<file path="src/rtl/coeff_sched_pkg.sv">
// Shared types and constants for the coefficient bank scheduler.
package coeff_sched_pkg;

    localparam int NUM_TAPS   = 16;
    localparam int BANK_W     = 2;
    localparam int CMD_IDX_W  = $clog2(NUM_TAPS);
    localparam int CMD_DATA_W = 16;

    typedef enum logic [1:0] {
        AXIS_X   = 2'd0,
        AXIS_Y   = 2'd1,
        AXIS_Z   = 2'd2,
        AXIS_INV = 2'd3
    } axis_t;

    // One queued coefficient update, head of FIFO maps straight onto cw_*.
    typedef struct packed {
        axis_t                  axis;
        logic [BANK_W-1:0]      bank;
        logic [CMD_IDX_W-1:0]   index;
        logic [CMD_DATA_W-1:0]  value;
    } coeff_cmd_t;

    typedef enum logic {
        IDLE  = 1'b0,
        WRITE = 1'b1
    } state_t;

endpackage

</file>
<file path="src/rtl/coeff_cmd_fifo.sv">
// Small synchronous FIFO of coefficient commands. Full/empty come from the
// count held in the register, i.e. the value before this cycle's update.
module coeff_cmd_fifo
    import coeff_sched_pkg::*;
#(
    parameter  int DEPTH = 4,
    localparam int PTR_W = $clog2(DEPTH),
    localparam int LVL_W = PTR_W + 1
) (
    input  logic             clk,
    input  logic             rst_n,
    input  logic             push,
    input  logic             pop,
    input  coeff_cmd_t       wr_data,
    output coeff_cmd_t       rd_data,
    output logic             full,
    output logic             empty,
    output logic [LVL_W-1:0] level
);

    coeff_cmd_t       r_mem [DEPTH];
    logic [PTR_W-1:0] r_wr_ptr;
    logic [PTR_W-1:0] r_rd_ptr;
    logic [LVL_W-1:0] r_count;
    logic             w_do_push;
    logic             w_do_pop;

    assign full      = (r_count == LVL_W'(DEPTH));
    assign empty     = (r_count == LVL_W'(0));
    assign w_do_push = push & ~full;
    assign w_do_pop  = pop & ~empty;
    assign rd_data   = r_mem[r_rd_ptr];
    assign level     = r_count;

    // Pointer and occupancy bookkeeping; push+pop together keeps the count.
    always_ff @(posedge clk or negedge rst_n) begin
        if (!rst_n) begin
            r_wr_ptr <= PTR_W'(0);
            r_rd_ptr <= PTR_W'(0);
            r_count  <= LVL_W'(0);
        end else begin
            if (w_do_push) begin
                r_wr_ptr <= r_wr_ptr + PTR_W'(1);
            end
            if (w_do_pop) begin
                r_rd_ptr <= r_rd_ptr + PTR_W'(1);
            end
            case ({w_do_push, w_do_pop})
                2'b10:   r_count <= r_count + LVL_W'(1);
                2'b01:   r_count <= r_count - LVL_W'(1);
                default: r_count <= r_count;
            endcase
        end
    end

    // Command storage, cleared on reset so a flushed FIFO holds no stale data.
    always_ff @(posedge clk or negedge rst_n) begin
        if (!rst_n) begin
            for (int i = 0; i < DEPTH; i++) begin
                r_mem[i] <= '0;
            end
        end else if (w_do_push) begin
            r_mem[r_wr_ptr] <= wr_data;
        end
    end

endmodule

</file>
<file path="src/rtl/coeff_bank_scheduler.sv">
// Turns CPU coefficient-update commands into single-cycle RAM writes issued
// while the filter is idle, and switches x/y/z banks atomically at a sample
// boundary once all queued writes have drained.
module coeff_bank_scheduler
    import coeff_sched_pkg::*;
#(
    parameter  int FIFO_DEPTH = 4,
    parameter  int DATA_W     = 16,
    parameter  int IDX_W      = 4,
    localparam int LVL_W      = $clog2(FIFO_DEPTH) + 1
) (
    input  logic              sys_clk,
    input  logic              reset_n,
    input  logic              update_en,
    input  logic [1:0]        update_axis,
    input  logic [1:0]        update_bank,
    input  logic [IDX_W-1:0]  update_index,
    input  logic [DATA_W-1:0] update_value,
    input  logic [1:0]        x_bank_req,
    input  logic [1:0]        y_bank_req,
    input  logic [1:0]        z_bank_req,
    input  logic              sample_strobe,
    input  logic              filter_busy,
    input  logic              clr_status,
    output logic              cw_en,
    output logic [1:0]        cw_axis,
    output logic [1:0]        cw_bank,
    output logic [IDX_W-1:0]  cw_index,
    output logic [DATA_W-1:0] cw_data,
    output logic [1:0]        x_bank,
    output logic [1:0]        y_bank,
    output logic [1:0]        z_bank,
    output logic              swap_pending,
    output logic [LVL_W-1:0]  fifo_level,
    output logic              overflow,
    output logic              axis_err
);

    // Command struct field widths come from the package; the IDX_W/DATA_W
    // parameters are expected to stay at their defaults (4/16).

    logic              r_en_q;
    state_t            r_state;
    state_t            w_state_nxt;
    logic              w_pop;
    logic              w_push_edge;
    logic              w_axis_bad;
    logic              w_full;
    logic              w_empty;
    logic              w_push_ok;
    logic              w_swap;
    coeff_cmd_t        w_cmd_in;
    coeff_cmd_t        w_head;

    logic              r_cw_en;
    logic [1:0]        r_cw_axis;
    logic [1:0]        r_cw_bank;
    logic [IDX_W-1:0]  r_cw_index;
    logic [DATA_W-1:0] r_cw_data;
    logic [1:0]        r_x_bank;
    logic [1:0]        r_y_bank;
    logic [1:0]        r_z_bank;
    logic              r_overflow;
    logic              r_axis_err;

    assign w_push_edge = update_en & ~r_en_q;
    assign w_axis_bad  = (update_axis == 2'd3);
    assign w_push_ok   = w_push_edge & ~w_axis_bad & ~w_full;

    assign w_cmd_in.axis  = axis_t'(update_axis);
    assign w_cmd_in.bank  = update_bank;
    assign w_cmd_in.index = update_index;
    assign w_cmd_in.value = update_value;

    // Banks only move between samples, with no writes queued or in flight and
    // no command arriving this cycle.
    assign w_swap = sample_strobe & (r_state == IDLE) & w_empty & ~w_push_ok;

    coeff_cmd_fifo #(
        .DEPTH (FIFO_DEPTH)
    ) u_fifo (
        .clk     (sys_clk),
        .rst_n   (reset_n),
        .push    (w_push_ok),
        .pop     (w_pop),
        .wr_data (w_cmd_in),
        .rd_data (w_head),
        .full    (w_full),
        .empty   (w_empty),
        .level   (fifo_level)
    );

    // Strobe history for rising-edge command detection.
    always_ff @(posedge sys_clk or negedge reset_n) begin
        if (!reset_n) begin
            r_en_q <= 1'b0;
        end else begin
            r_en_q <= update_en;
        end
    end

    // FSM state register.
    always_ff @(posedge sys_clk or negedge reset_n) begin
        if (!reset_n) begin
            r_state <= IDLE;
        end else begin
            r_state <= w_state_nxt;
        end
    end

    // Next state: launch a write from IDLE when work is queued and the filter
    // is not reading; WRITE always returns to IDLE, giving one write per 2 cycles.
    always_comb begin
        w_state_nxt = r_state;
        w_pop       = 1'b0;
        case (r_state)
            IDLE: begin
                if (!w_empty && !filter_busy) begin
                    w_state_nxt = WRITE;
                    w_pop       = 1'b1;
                end else begin
                    w_state_nxt = IDLE;
                end
            end
            WRITE: begin
                w_state_nxt = IDLE;
            end
            default: begin
                w_state_nxt = IDLE;
            end
        endcase
    end

    // Registered RAM write port: head is captured as it pops, so cw_en is
    // high exactly during the WRITE cycle; fields hold afterwards.
    always_ff @(posedge sys_clk or negedge reset_n) begin
        if (!reset_n) begin
            r_cw_en    <= 1'b0;
            r_cw_axis  <= 2'd0;
            r_cw_bank  <= 2'd0;
            r_cw_index <= '0;
            r_cw_data  <= '0;
        end else if (w_pop) begin
            r_cw_en    <= 1'b1;
            r_cw_axis  <= w_head.axis;
            r_cw_bank  <= w_head.bank;
            r_cw_index <= w_head.index;
            r_cw_data  <= w_head.value;
        end else begin
            r_cw_en    <= 1'b0;
        end
    end

    // Active bank registers: all three axes load together on a swap.
    always_ff @(posedge sys_clk or negedge reset_n) begin
        if (!reset_n) begin
            r_x_bank <= 2'd0;
            r_y_bank <= 2'd0;
            r_z_bank <= 2'd0;
        end else if (w_swap) begin
            r_x_bank <= x_bank_req;
            r_y_bank <= y_bank_req;
            r_z_bank <= z_bank_req;
        end
    end

    // Sticky drop flags; a set event in the same cycle as clr_status wins.
    always_ff @(posedge sys_clk or negedge reset_n) begin
        if (!reset_n) begin
            r_overflow <= 1'b0;
            r_axis_err <= 1'b0;
        end else begin
            r_overflow <= (w_push_edge & ~w_axis_bad & w_full) | (r_overflow & ~clr_status);
            r_axis_err <= (w_push_edge & w_axis_bad) | (r_axis_err & ~clr_status);
        end
    end

    assign cw_en        = r_cw_en;
    assign cw_axis      = r_cw_axis;
    assign cw_bank      = r_cw_bank;
    assign cw_index     = r_cw_index;
    assign cw_data      = r_cw_data;
    assign x_bank       = r_x_bank;
    assign y_bank       = r_y_bank;
    assign z_bank       = r_z_bank;
    assign overflow     = r_overflow;
    assign axis_err     = r_axis_err;
    assign swap_pending = (x_bank_req != r_x_bank) | (y_bank_req != r_y_bank) |
                          (z_bank_req != r_z_bank);

endmodule
</file>
<file path="config.mk">
export PLATFORM = sky130hd
export DESIGN_NAME = coeff_bank_scheduler
export DESIGN_NICKNAME = d
export VERILOG_FILES = /design/src/rtl/coeff_sched_pkg.sv /design/src/rtl/coeff_cmd_fifo.sv /design/src/rtl/coeff_bank_scheduler.sv
export SDC_FILE = /design/constraint.sdc
export NUM_CORES = 1
export LEC_CHECK = 0
export CAP_MARGIN = 10
export CORE_ASPECT_RATIO = 0.6
export CORE_UTILIZATION = 50
export CTS_CLUSTER_DIAMETER = 200
export CTS_CLUSTER_SIZE = 25
export DETAILED_ROUTE_END_ITERATION = 7
export GPL_TIMING_DRIVEN = 0
export PLACE_DENSITY_LB_ADDON = 0.1
export SYNTH_ARGS = -nofsm -noshare
export SYNTH_HDL_FRONTEND = slang
export SYNTH_SLANG_ARGS = --single-unit
</file>
<file path="constraint.sdc">
create_clock -name sys_clk -period 4.4 [get_ports sys_clk]
set_input_delay 1.32 -clock sys_clk [delete_from_list [all_inputs] [get_ports sys_clk]]
set_output_delay 1.32 -clock sys_clk [all_outputs]
set_load 0.02 [all_outputs]
</file>
==> flow_metrics.py <==
metrics = {
    "pwr": {
        "power_leakage_nw": 3.32,
        "pwr_density_cell_mw_per_mm2": 773,
        "max-vdd-ir-drop_mv": 0.334,
    },
    "synthesis": {
        "ys_seq_elements": 137,
        "syn-cell-area_mm2": 0.00609,
        "ys.warnings.count": 0,
        "synth_nets": 395,
        "ys_seq_area_frac": 0.563,
        "synth_area_per_cell_um2": 17.3,
        "synth_top_area_share": 0.563,
        "synth_cell_types": 31,
        "synthCells": 353,
        "synth_area_leaders": "dfrtp_1, mux2_2, mux4_2",
        "yosys.area.top_type": "dfrtp_1",
    },
    "routing": {
        "vias": 3277,
        "viasPerCell": 5.30,
        "finalWirelength_um": 11400,
        "wl_per_cell_um": 18.4,
        "drtIter0Drc": 115,
        "final_antenna_net_count": 0,
        "route.detailed.drc": 0,
        "dr.pass1.iters": 4,
    },
    "hold_path": {
        "hold_depth": 1,
        "min_path_type": "flip-flop to flip-flop",
    },
    "cts": {
        "clk_path_buf_depth": 2,
        "cts_tree": "done",
        "clkSlewWorstSetupHoldPaths_ns": 0.05,
        "cts_hold_buf": 0,
        "h-tree-depth": 4,
        "cts-root-buf": "clkbuf_16",
        "cts_setup_buffers": 0,
        "clk_latency_ns": 0.41,
        "post_cts_resized": 0,
        "cts_num_sinks": 137,
        "numCtsBuffers": 17,
    },
    "timing": {
        "fin_crit_sh": 0.944,
        "fmax_mhz": 241,
        "setup_viol": 0,
        "fin_crit_ns": 4.15,
        "tightest_slew_ns": 0.718,
        "holdWs_ns": 0.490,
        "setup_tns_ns": 0,
        "rsz0062_at_grt": "no",
        "finalClockSkew_ns": 0.00572,
        "hold_viol_final": 0,
        "maxSlewViolCount": 0,
        "slew_headroom": 0.521,
    },
    "critical_path": {
        "cp_slowest_cell": "clkdlybuf4s50_1",
        "cpPeakStageDelay_ns": 0.55,
        "cp.depth": 5,
        "cp_top_family": "buffers and inverters",
        "cp-start-kind": "input pin",
        "path_class": "input pin to primary output",
        "arrival_ns": 2.83,
        "cp_common_cell": "clkdlybuf4s50_1",
        "cp.buffers_inverters": 2,
        "ff2ff_path_depth": 9,
        "critPathMaxFanout": 2,
        "path_cells": "clkdlybuf4s50_1 > xor2_1 > nor4_1 > nand3_1 > clkdlybuf4s50_1",
        "critPathCaptureType": "primary output",
        "crit_required_ns": 3.08,
    },
    "place": {
        "dp.cells": 586,
        "post-dp-hpwl_um": 7690,
        "io_buffers": 72,
        "globalplace.congestion": 0.712,
    },
    "die": {
        "dieWidth_um": 145,
        "io_pins": 73,
        "die_h_um": 87.5,
        "start_util": 0.527,
        "dieArea_mm2": 0.0126,
        "core_mm2": 0.0116,
        "rows": 30,
    },
    "finish": {
        "fillers": 856,
        "layout.cells.non_filler": 618,
        "syn2layout_area_growth_pct": 25.9,
        "layout.nets": 487,
        "drive_gt1_frac": 0.452,
        "diodes": 0,
        "final_util": 0.663,
    },
    "global_routing": {
        "antenna_found_initial": 0,
        "grt-ovfl-total": 0,
        "grt_max_degree": 87,
        "grt_pass1_vias": 3513,
        "grt_pass1_wl_um": 18600,
        "grt_use_total": 0.204,
    },
    "outcome": {
        "status": "completed",
    },
    "flow_run": {
        "maxCapViolations": 0,
    },
}
## cell usage after synthesis (all sizes together)
library cell  instances
or3b                  1
fa                    1
nor2b                 1
and2                  2
xor2                  7
ha                    5
inv                   7
nor2                  2
a32o                  1
xnor2                 5
clkbuf                1
mux2                127
or3                   1
nand2                 2
a2111oi               1
o2bb2ai               1
nor4                  1
mux4                 24
dfrtp               137
nand4                 4
mux2i                 1
buf                  18
nand3                 3
## layout by cell type, fill, tap and decap left out, drive strengths merged, types with 2 or more instances in the layout
master         netlist  final
dfrtp              137    137
mux2               127    127
clkdlybuf4s50        0     71
mux4                24     24
buf                 18     20
clkbuf               1     18
inv                  7      8
xor2                 7      7
clkinv               0      6
xnor2                5      5
ha                   5      5
nand4                4      4
bufinv               0      4
clkinvlp             0      4
nand3                3      3
nor2                 2      2
and2                 2      2
nand2                2      2
## flip-flops by register name, summed over array words and instances, names as in the netlist
register / flops
y_bank: 2
axis_err: 1
cw_axis: 2
cw_bank: 2
u_fifo.r_rd_ptr: 2
overflow: 1
u_fifo.r_mem: 96
z_bank: 2
u_fifo.level: 3
cw_index: 4
u_fifo.r_wr_ptr: 2
x_bank: 2
cw_data: 16
r_en_q: 1
cw_en: 1
## layout make-up
cell class / count / area, um^2 / share of cell area
sequential: 137 / 3430 / 0.447
inverter: 7 / 26.3 / 0.00343
timing repair buffer: 73 / 749 / 0.0977
tap: 160 / 200 / 0.0261
buffer: 19 / 186 / 0.0243
multi-input combinational: 190 / 2450 / 0.320
clock inverter: 15 / 200 / 0.0261
clock buffer: 17 / 425 / 0.0555
## layer usage
metal  vias to the layer above  part of all wire  global-route usage
met5                         -                 0                   0
met4                         0             0.013              0.0804
met3                        14             0.035              0.0467
met2                        48              0.44               0.289
met1                      1729              0.51               0.304
li1                       1486                 -                   -
## final timing paths
check	start	endpoint	slack, ns
worst max-delay path	z_bank_req[1]	swap_pending	0.25
worst min-delay path	u_fifo.r_mem[47]	u_fifo.r_mem[47]	0.49
worst max register to register	u_fifo.level[0]	u_fifo.level[2]	2.10
worst min register to register	u_fifo.r_mem[47]	u_fifo.r_mem[47]	0.49
max in group asynchronous	reset_n	u_fifo.r_mem[94]	2.76
min in group asynchronous	reset_n	z_bank[0]	0.85
## power by group
| group | internal (mW) | switching, mW |
|---|---|---|
| registers | 1.88 | 0.331 |
| clock network | 0.948 | 0.546 |
| logic | 1.36 | 0.858 |
| total | 4.19 | 1.73 |
## stage by stage
step / cell area (um^2) / setup slack [ns] / power [mW]
3_5_place_dp: 7040 / 0.235 / 4.47
4_1_cts: 7670 / 0.224 / 5.99
6_report: 7670 / 0.248 / 5.92
5_1_grt: 7670 / 0.104 / 6.25
2_1_floorplan: 6090 / 1.15 / 3.76
3_3_place_gp: 7010 / -3.34 / 4.39
## cell families after synthesis
group	Yosys count	synth area share
multiplexers	152	0.336
buffers and inverters	26	0.0349
AND/OR/NAND/NOR	17	0.0279
AO/OA/AOI/OAI	3	0.00760
XOR/XNOR	12	0.0172
adder cells (fa/ha/maj)	6	0.0136
flip-flops	137	0.563
(Power assumes the default switching activity.)
